[src/rtl/display_pkg.sv]
// Shared types and constants for the two-digit seven-segment scan controller.
package display_pkg;

    typedef enum logic [1:0] {
        SCAN     = 2'd0,
        BIN_ONLY = 2'd1,
        SIN_ONLY = 2'd2
    } mode_e;

    localparam logic [1:0] AN_OFF    = 2'b00;
    localparam logic [1:0] AN_SIN    = 2'b01;
    localparam logic [1:0] AN_BIN    = 2'b10;
    localparam logic [6:0] SEG_BLANK = 7'b0000000;

endpackage

[src/rtl/display_scan_ctrl_btn_debounce.sv]
// Push-button conditioner: two-flop synchronizer, stability counter and a
// single-cycle pulse on every accepted 0->1 transition of the debounced level.
module btn_debounce #(
    parameter int DEBOUNCE_CYCLES = 270000
) (
    input  logic clk,
    input  logic rst_n,
    input  logic btn,
    output logic press
);

    localparam int             CW      = $clog2(DEBOUNCE_CYCLES);
    localparam logic [CW-1:0]  CNT_MAX = CW'(DEBOUNCE_CYCLES - 1);

    logic          sync_1;
    logic          sync_2;
    logic          level;
    logic [CW-1:0] cnt;

    // Any disagreement between the synchronized input and the accepted level
    // must persist for the full window; a single agreeing sample restarts it.
    always_ff @(posedge clk or negedge rst_n) begin
        if (!rst_n) begin
            sync_1 <= 1'b0;
            sync_2 <= 1'b0;
            level  <= 1'b0;
            cnt    <= '0;
            press  <= 1'b0;
        end else begin
            sync_1 <= btn;
            sync_2 <= sync_1;
            press  <= 1'b0;
            if (sync_2 == level) begin
                cnt <= '0;
            end else if (cnt == CNT_MAX) begin
                cnt   <= '0;
                level <= sync_2;
                press <= sync_2;
            end else begin
                cnt <= cnt + CW'(1);
            end
        end
    end

endmodule

[src/rtl/display_scan_ctrl.sv]
// Drives the two-digit display of the Hamming decoder board: latches the
// decoder result, cycles display modes on button presses and scans the digits.
module display_scan_ctrl
    import display_pkg::*;
#(
    parameter int REFRESH_CYCLES  = 27000,
    parameter int DEBOUNCE_CYCLES = 270000
) (
    input  logic       clk,
    input  logic       rst_n,
    input  logic       btn,
    input  logic       data_valid,
    input  logic [3:0] bin,
    input  logic [2:0] sin,
    input  logic [6:0] seg_bin,
    input  logic [6:0] seg_sin,
    output logic [3:0] bin_q,
    output logic [2:0] sin_q,
    output logic [6:0] seg,
    output logic [1:0] an,
    output logic       err
);

    localparam int            RW      = $clog2(REFRESH_CYCLES);
    localparam logic [RW-1:0] REF_MAX = RW'(REFRESH_CYCLES - 1);

    mode_e         mode_q;
    mode_e         mode_d;
    logic          press;
    logic [RW-1:0] refresh_cnt;
    logic          digit_sel;
    logic [1:0]    an_d;
    logic [6:0]    seg_d;

    btn_debounce #(
        .DEBOUNCE_CYCLES(DEBOUNCE_CYCLES)
    ) u_debounce (
        .clk   (clk),
        .rst_n (rst_n),
        .btn   (btn),
        .press (press)
    );

    always_ff @(posedge clk or negedge rst_n) begin
        if (!rst_n) begin
            mode_q <= SCAN;
        end else begin
            mode_q <= mode_d;
        end
    end

    always_comb begin
        mode_d = mode_q;
        if (press) begin
            case (mode_q)
                SCAN:     mode_d = BIN_ONLY;
                BIN_ONLY: mode_d = SIN_ONLY;
                SIN_ONLY: mode_d = SCAN;
                default:  mode_d = SCAN;
            endcase
        end
    end

    // Free-running in every mode so that returning to SCAN keeps the phase.
    always_ff @(posedge clk or negedge rst_n) begin
        if (!rst_n) begin
            refresh_cnt <= '0;
            digit_sel   <= 1'b0;
        end else if (refresh_cnt == REF_MAX) begin
            refresh_cnt <= '0;
            digit_sel   <= ~digit_sel;
        end else begin
            refresh_cnt <= refresh_cnt + RW'(1);
        end
    end

    always_ff @(posedge clk or negedge rst_n) begin
        if (!rst_n) begin
            bin_q <= '0;
            sin_q <= '0;
            err   <= 1'b0;
        end else if (data_valid) begin
            bin_q <= bin;
            sin_q <= sin;
            err   <= (sin != 3'd0);
        end
    end

    always_comb begin
        an_d  = AN_SIN;
        seg_d = seg_sin;
        case (mode_q)
            BIN_ONLY: begin
                an_d  = AN_BIN;
                seg_d = seg_bin;
            end
            SIN_ONLY: begin
                an_d  = AN_SIN;
                seg_d = seg_sin;
            end
            default: begin
                if (digit_sel) begin
                    an_d  = AN_BIN;
                    seg_d = seg_bin;
                end
            end
        endcase
    end

    always_ff @(posedge clk or negedge rst_n) begin
        if (!rst_n) begin
            an  <= AN_OFF;
            seg <= SEG_BLANK;
        end else begin
            an  <= an_d;
            seg <= seg_d;
        end
    end

endmodule

[config.mk]
export PLATFORM = sky130hd
export DESIGN_NAME = display_scan_ctrl
export DESIGN_NICKNAME = d
export VERILOG_FILES = /design/src/rtl/display_pkg.sv /design/src/rtl/display_scan_ctrl_btn_debounce.sv /design/src/rtl/display_scan_ctrl.sv
export SDC_FILE = /design/constraint.sdc
export NUM_CORES = 1
export LEC_CHECK = 0
export BUFFER_PORTS_ARGS = -buffer_cell sky130_fd_sc_hd__buf_2
export CAP_MARGIN = 20
export CORE_ASPECT_RATIO = 0.8
export CORE_UTILIZATION = 30
export CTS_CLUSTER_SIZE = 8
export DETAILED_ROUTE_END_ITERATION = 10
export PLACE_DENSITY = 0.57
export SYNTH_ARGS = -nofsm -noshare
export SYNTH_HDL_FRONTEND = slang
export SYNTH_HIERARCHICAL = 1
export SYNTH_SLANG_ARGS = --single-unit
export TNS_END_PERCENT = 100
[constraint.sdc]
create_clock -name clk -period 3.28 [get_ports clk]
set_clock_uncertainty 0.05 [all_clocks]
set_input_delay 0.656 -clock clk [delete_from_list [all_inputs] [get_ports clk]]
set_output_delay 0.656 -clock clk [all_outputs]
set_load 0.05 [all_outputs]
Word-level counts from Yosys, hierarchy flattened
Cells that the tools add are included.
{"block": "word_totals", "regBits": 58, "out_inout_bits": 17}
{"block": "op_classes", "n_addsub": 2, "eq_ne": 5, "mux": 10, "bitwise_logic": 2, "reduce_logical": 3}
{"cell": "$mux 19", "count": 2}
{"cell": "$add 19x1->19 const B", "count": 1}
{"cell": "$eq 19x19->1 const B", "count": 1}
{"cell": "$add 15x1->15 const B", "count": 1}
{"cell": "$eq 15x15->1 const B", "count": 1}
{"cell": "$mux 15", "count": 1}
{"cell": "$pmux 7 s2", "count": 1}
{"cell": "$pmux 2 s2", "count": 2}
{"cell": "$mux 7", "count": 1}
{"cell": "$reduce_bool 3->1", "count": 1}
{"cell": "$eq 2x1->1 const B", "count": 1}
{"cell": "$eq 2x2->1 const B", "count": 1}
{"cell": "$logic_not 2->1", "count": 1}
{"cell": "$mux 1", "count": 2}
{"cell": "$mux 2", "count": 1}
{"cell": "$not 1->1", "count": 2}
{"cell": "$reduce_and 2->1", "count": 1}
{"cell": "$eq 1x1->1", "count": 1}

Longest topological paths before layout
{"block": "depth", "ltp_word": 3, "ltp_mapped": 6}

By module
The synthesis kept the hierarchy.
{"module": "display_scan_ctrl", "n_inst": 1, "cells_per_inst": 123, "area_each_um2": 1506.4}
{"module": "btn_debounce", "n_inst": 1, "cells_per_inst": 103, "area_each_um2": 1139.8}

Least setup slack after synthesis
OpenSTA, ideal clock, no wires.
{"block": "synth_timing", "kind": "register to register", "from": "register u_debounce.cnt[4]", "to": "register u_debounce.level", "setup_time_ns": 0.125, "arrival_ns": 1.511, "required_time_ns": 3.105, "setup_slack_ns": 1.594, "path_stages_with_launch": 6, "cell_sequence": "dfrtp_1 buf_6 nor4b_4 nand3_2 or3_4 mux2_4"}
{"block": "synth_between", "elab_chain_len": 2}
{"item": "start: declaration", "line": "display_scan_ctrl_btn_debounce.sv:18", "text": "logic [CW-1:0] cnt;"}
{"item": "start signal: assignment", "line": "display_scan_ctrl_btn_debounce.sv:40", "text": "cnt <= cnt + CW'(1);"}
{"item": "$eq 19x19->1", "line": "display_scan_ctrl_btn_debounce.sv:35", "text": "end else if (cnt == CNT_MAX) begin"}
{"item": "$reduce_and 2->1 (no line)"}
{"item": "end signal: assignment", "line": "display_scan_ctrl_btn_debounce.sv:37", "text": "level <= sync_2;"}
{"item": "end: declaration", "line": "display_scan_ctrl_btn_debounce.sv:17", "text": "logic level;"}
No other way between the ends.
A chain may end at the register's enable or synchronous reset.

Worst setup path in the final report
{"block": "layout_timing", "from": "register refresh_cnt[8]", "to": "register refresh_cnt[1]"}
{"block": "layout_between", "elab_chain_len": 2}
{"item": "start: declaration", "line": "display_scan_ctrl.sv:30", "text": "logic [RW-1:0] refresh_cnt;"}
{"item": "start signal: assignment", "line": "display_scan_ctrl.sv:73", "text": "refresh_cnt <= refresh_cnt + RW'(1);"}
{"item": "$eq 15x15->1", "line": "display_scan_ctrl.sv:69", "text": "end else if (refresh_cnt == REF_MAX) begin"}
{"item": "$mux 15", "line": "display_scan_ctrl.sv:69"}
No other way between the ends.

==> flow_summary.yaml <==
routing:
  routed.top_layer: "met4"
  wl_met3_um: 203
  drt-total-wl_um: 4740
  met1_length_um: 2520
  initialDrtViolationCount: 137
  dr_wl_met2_um: 1940
  vias: 1818
  wl_per_cell_um: 12.1
  ant_nets: 0
  drc: 0
  post_drt_via_cell_ratio: 4.64
  dr.pass1.iters: 4
worst_hold_path:
  worstHoldPathType: "input port to asynchronous set/reset pin"
synthesis:
  synth.area.top_cells: "dfrtp_1, xor2_1, mux2_2"
  synth_area_um2: 2650
  yosys.area.top_type: "dfrtp_1"
  synth-edff-count: 0
  synthArstFlopShare: 1.00
  synth_commonest_cells: "dfrtp_1, nor2_1, xor2_1"
  synth_top_area_frac: 0.548
  syn_avg_cell_area_um2: 11.7
  ys.flop_type: "dfrtp_1"
  ys_seq_elements: 58
  synth_fa_ha_area_frac: 0.0236
  netlist_instances: 226
  ys_warn_count: 6
  synth-xor-area-share: 0.0790
  synth.mux.area_fraction: 0.0435
  synth_compound_area_frac: 0.0714
  synth-simple-area-share: 0.213
  postSynthNetCount: 256
  ys_seq_area_frac: 0.548
  ys_types: 40
  synth_most_common_cell: "dfrtp_1"
  synth_top_family_by_area: "simple AND/OR/NAND/NOR gates"
cts:
  cts_sinks: 58
  clock-root-buffer: "clkbuf_8"
  htreeDepth: 3
  max-clock-path-buffers: 2
  clkSlewWorstSetupHoldPaths_ns: 0.07
  cts_resized: 0
  cts_setup_buffers: 0
  numCtsBuffers: 9
  cts_tree: "done"
  clkLatencyLatePin_ns: 0.33
  ctsHoldBuffers: 0
power_and_ir_drop:
  power_uw: 1630
  power.density_nw_per_um2: 510
  leakage_uw: 0.00144
  vdd_ir_drop_max_uv: 232
sta:
  finalHoldViolations: 0
  drv_slew: 0
  layout_min_cycle_time_ns: 1.93
  tns_ns: 0
  fmax_ghz: 0.518
  relSlewSlack: 0.503
  rsz0062_at_grt: "no"
  fin_crit_sh: 0.589
  tightest_slew_ns: 0.746
  holdWs_ns: 0.275
  setup_violations: 0
worst_setup_path:
  worstRegToRegCells: 4
  cp_max_fo: 8
  end_kind: "flop"
  crit_type: "flop to flop"
  r2r_start: "refresh_cnt[8]"
  critPathLaunch: "refresh_cnt[8]"
  critPathArrivalTime_ns: 2.11
  regToRegSetupSlack_ns: 1.35
  required_ns: 3.45
  r2r_end: "refresh_cnt[1]"
  start_kind: "flop"
  crit_end: "refresh_cnt[1]"
die:
  rows: 30
  dieArea_um2: 9200
  die_w_um: 107
  initial_core_util: 0.311
  die_y_um: 86.0
  core-area_um2: 8520
  io-pin-count: 42
grt:
  grt_usage: 0.111
  grt_pass1_vias: 1757
  grt_max_degree: 27
  grt_antenna_before_repair: 0
  grt_first_pass_wirelength_um: 8030
  grt_overflow: 0
outcome:
  outcome: "completed"
job:
  cap_violations: 0
final_layout:
  nets: 305
  diodes: 0
  final_area_um2: 3210
  synthToLayoutAreaGrowth_pct: 21.1
  final_layout_size_suffix_gt1_frac: 0.279
placed_design:
  dp_hpwl_um: 3210
  place.gp.congestion: 0.830
  portBuffers: 41
  place_area_um2: 2970
-- stage by stage --
stage,instances,setup slack [ns],util
final,392,1.35,0.376
after global routing,392,1.25,0.376
after CTS,392,1.39,0.376
after detailed placement,376,1.39,0.349
after global placement,376,1.43,0.349
after floorplan,226,1.59,-
-- worst min-delay path by stage --
| stage | startpoint | endpoint | slack, ns | cells after the start |
|---|---|---|---|---|
| finish | rst_n | u_debounce/cnt[18] | 0.28 | 1 |
| global route | u_debounce/sync_1 | u_debounce/sync_2 | 0.31 | 0 |
| CTS | rst_n | refresh_cnt[1] | 0.28 | 1 |
| detailed placement | u_debounce/sync_1 | u_debounce/sync_2 | 0.29 | 0 |
| global placement | u_debounce/sync_1 | u_debounce/sync_2 | 0.29 | 0 |
| floorplan | u_debounce/sync_1 | u_debounce/sync_2 | 0.28 | 0 |
-- critical path: stages (launching register included) --
cell,delay (ns)
dfrtp_1,0.45
or3b_1,0.38
nor4_2,0.51
buf_4,0.26
and2b_1,0.18
-- kinds of logic after synthesis --
kind of cell,Yosys count
AND/OR/NAND/NOR,91
flip-flops,58
AO/OA/AOI/OAI,29
XOR/XNOR,23
buffers and inverters,10
multiplexers,10
adder cells (fa/ha/maj),5
-- cells in the final DEF, fill, tap and decap left out, types with 2 or more instances in the layout --
| cell type | Yosys | layout |
|---|---|---|
| mux2_2 | 8 | 8 |
| dfrtp_1 | 58 | 58 |
| nor4_1 | 3 | 3 |
| clkbuf_8 | 0 | 9 |
| clkinv_2 | 0 | 3 |
| nand2_1 | 10 | 10 |
| o21ai_0 | 8 | 8 |
| or3_1 | 6 | 6 |
| nand3_1 | 12 | 12 |
| bufinv_16 | 0 | 3 |
| xnor2_1 | 4 | 4 |
| xor2_1 | 18 | 18 |
| ha_1 | 5 | 5 |
| a21oi_1 | 12 | 12 |
| nor2_1 | 22 | 22 |
| buf_4 | 3 | 3 |
| nor3_1 | 4 | 4 |
| and3_1 | 3 | 3 |
| a22o_1 | 7 | 7 |
| nor4b_4 | 2 | 2 |
| nand4_1 | 9 | 9 |
| buf_2 | 0 | 41 |
| and4_1 | 7 | 7 |
| inv_1 | 4 | 4 |
-- metal layers --
layer	up-vias	global-route usage
met1	852	0.157
li1	918	-
met4	0	0.0635
met2	42	0.155
met3	6	0.0228
met5	-	0
-- where the power goes --
group | switching, uW | total, uW | internal [uW] | leakage (uW)
registers | 8.74 | 742 | 733 | 0.000747
logic | 84.2 | 120 | 36.2 | 0.000573
clock network | 271 | 772 | 501 | 0.000120
total | 364 | 1630 | 1270 | 0.00144
-- registers in the layout, indices dropped and copies added (netlist names) --
| signal | count |
|---|---|
| u_debounce/sync_2 | 1 |
| sin_q | 3 |
| u_debounce/cnt | 19 |
| digit_sel | 1 |
| an | 2 |
| u_debounce/press | 1 |
| mode_q | 2 |
| bin_q | 4 |
| err | 1 |
| refresh_cnt | 15 |
| u_debounce/sync_1 | 1 |
| u_debounce/level | 1 |
| seg | 7 |
-- layout make-up --
class                   instances  area [um2]
clock buffers                  10         128
inverters                       4        15.0
fillers                       818        5320
clock inverters                 6         105
repair buffers                 44         228
flip-flops and latches         58        1450
multi-input cells             158        1140
well taps                     112         140
Note: power is estimated with default switching activity, not from simulation.
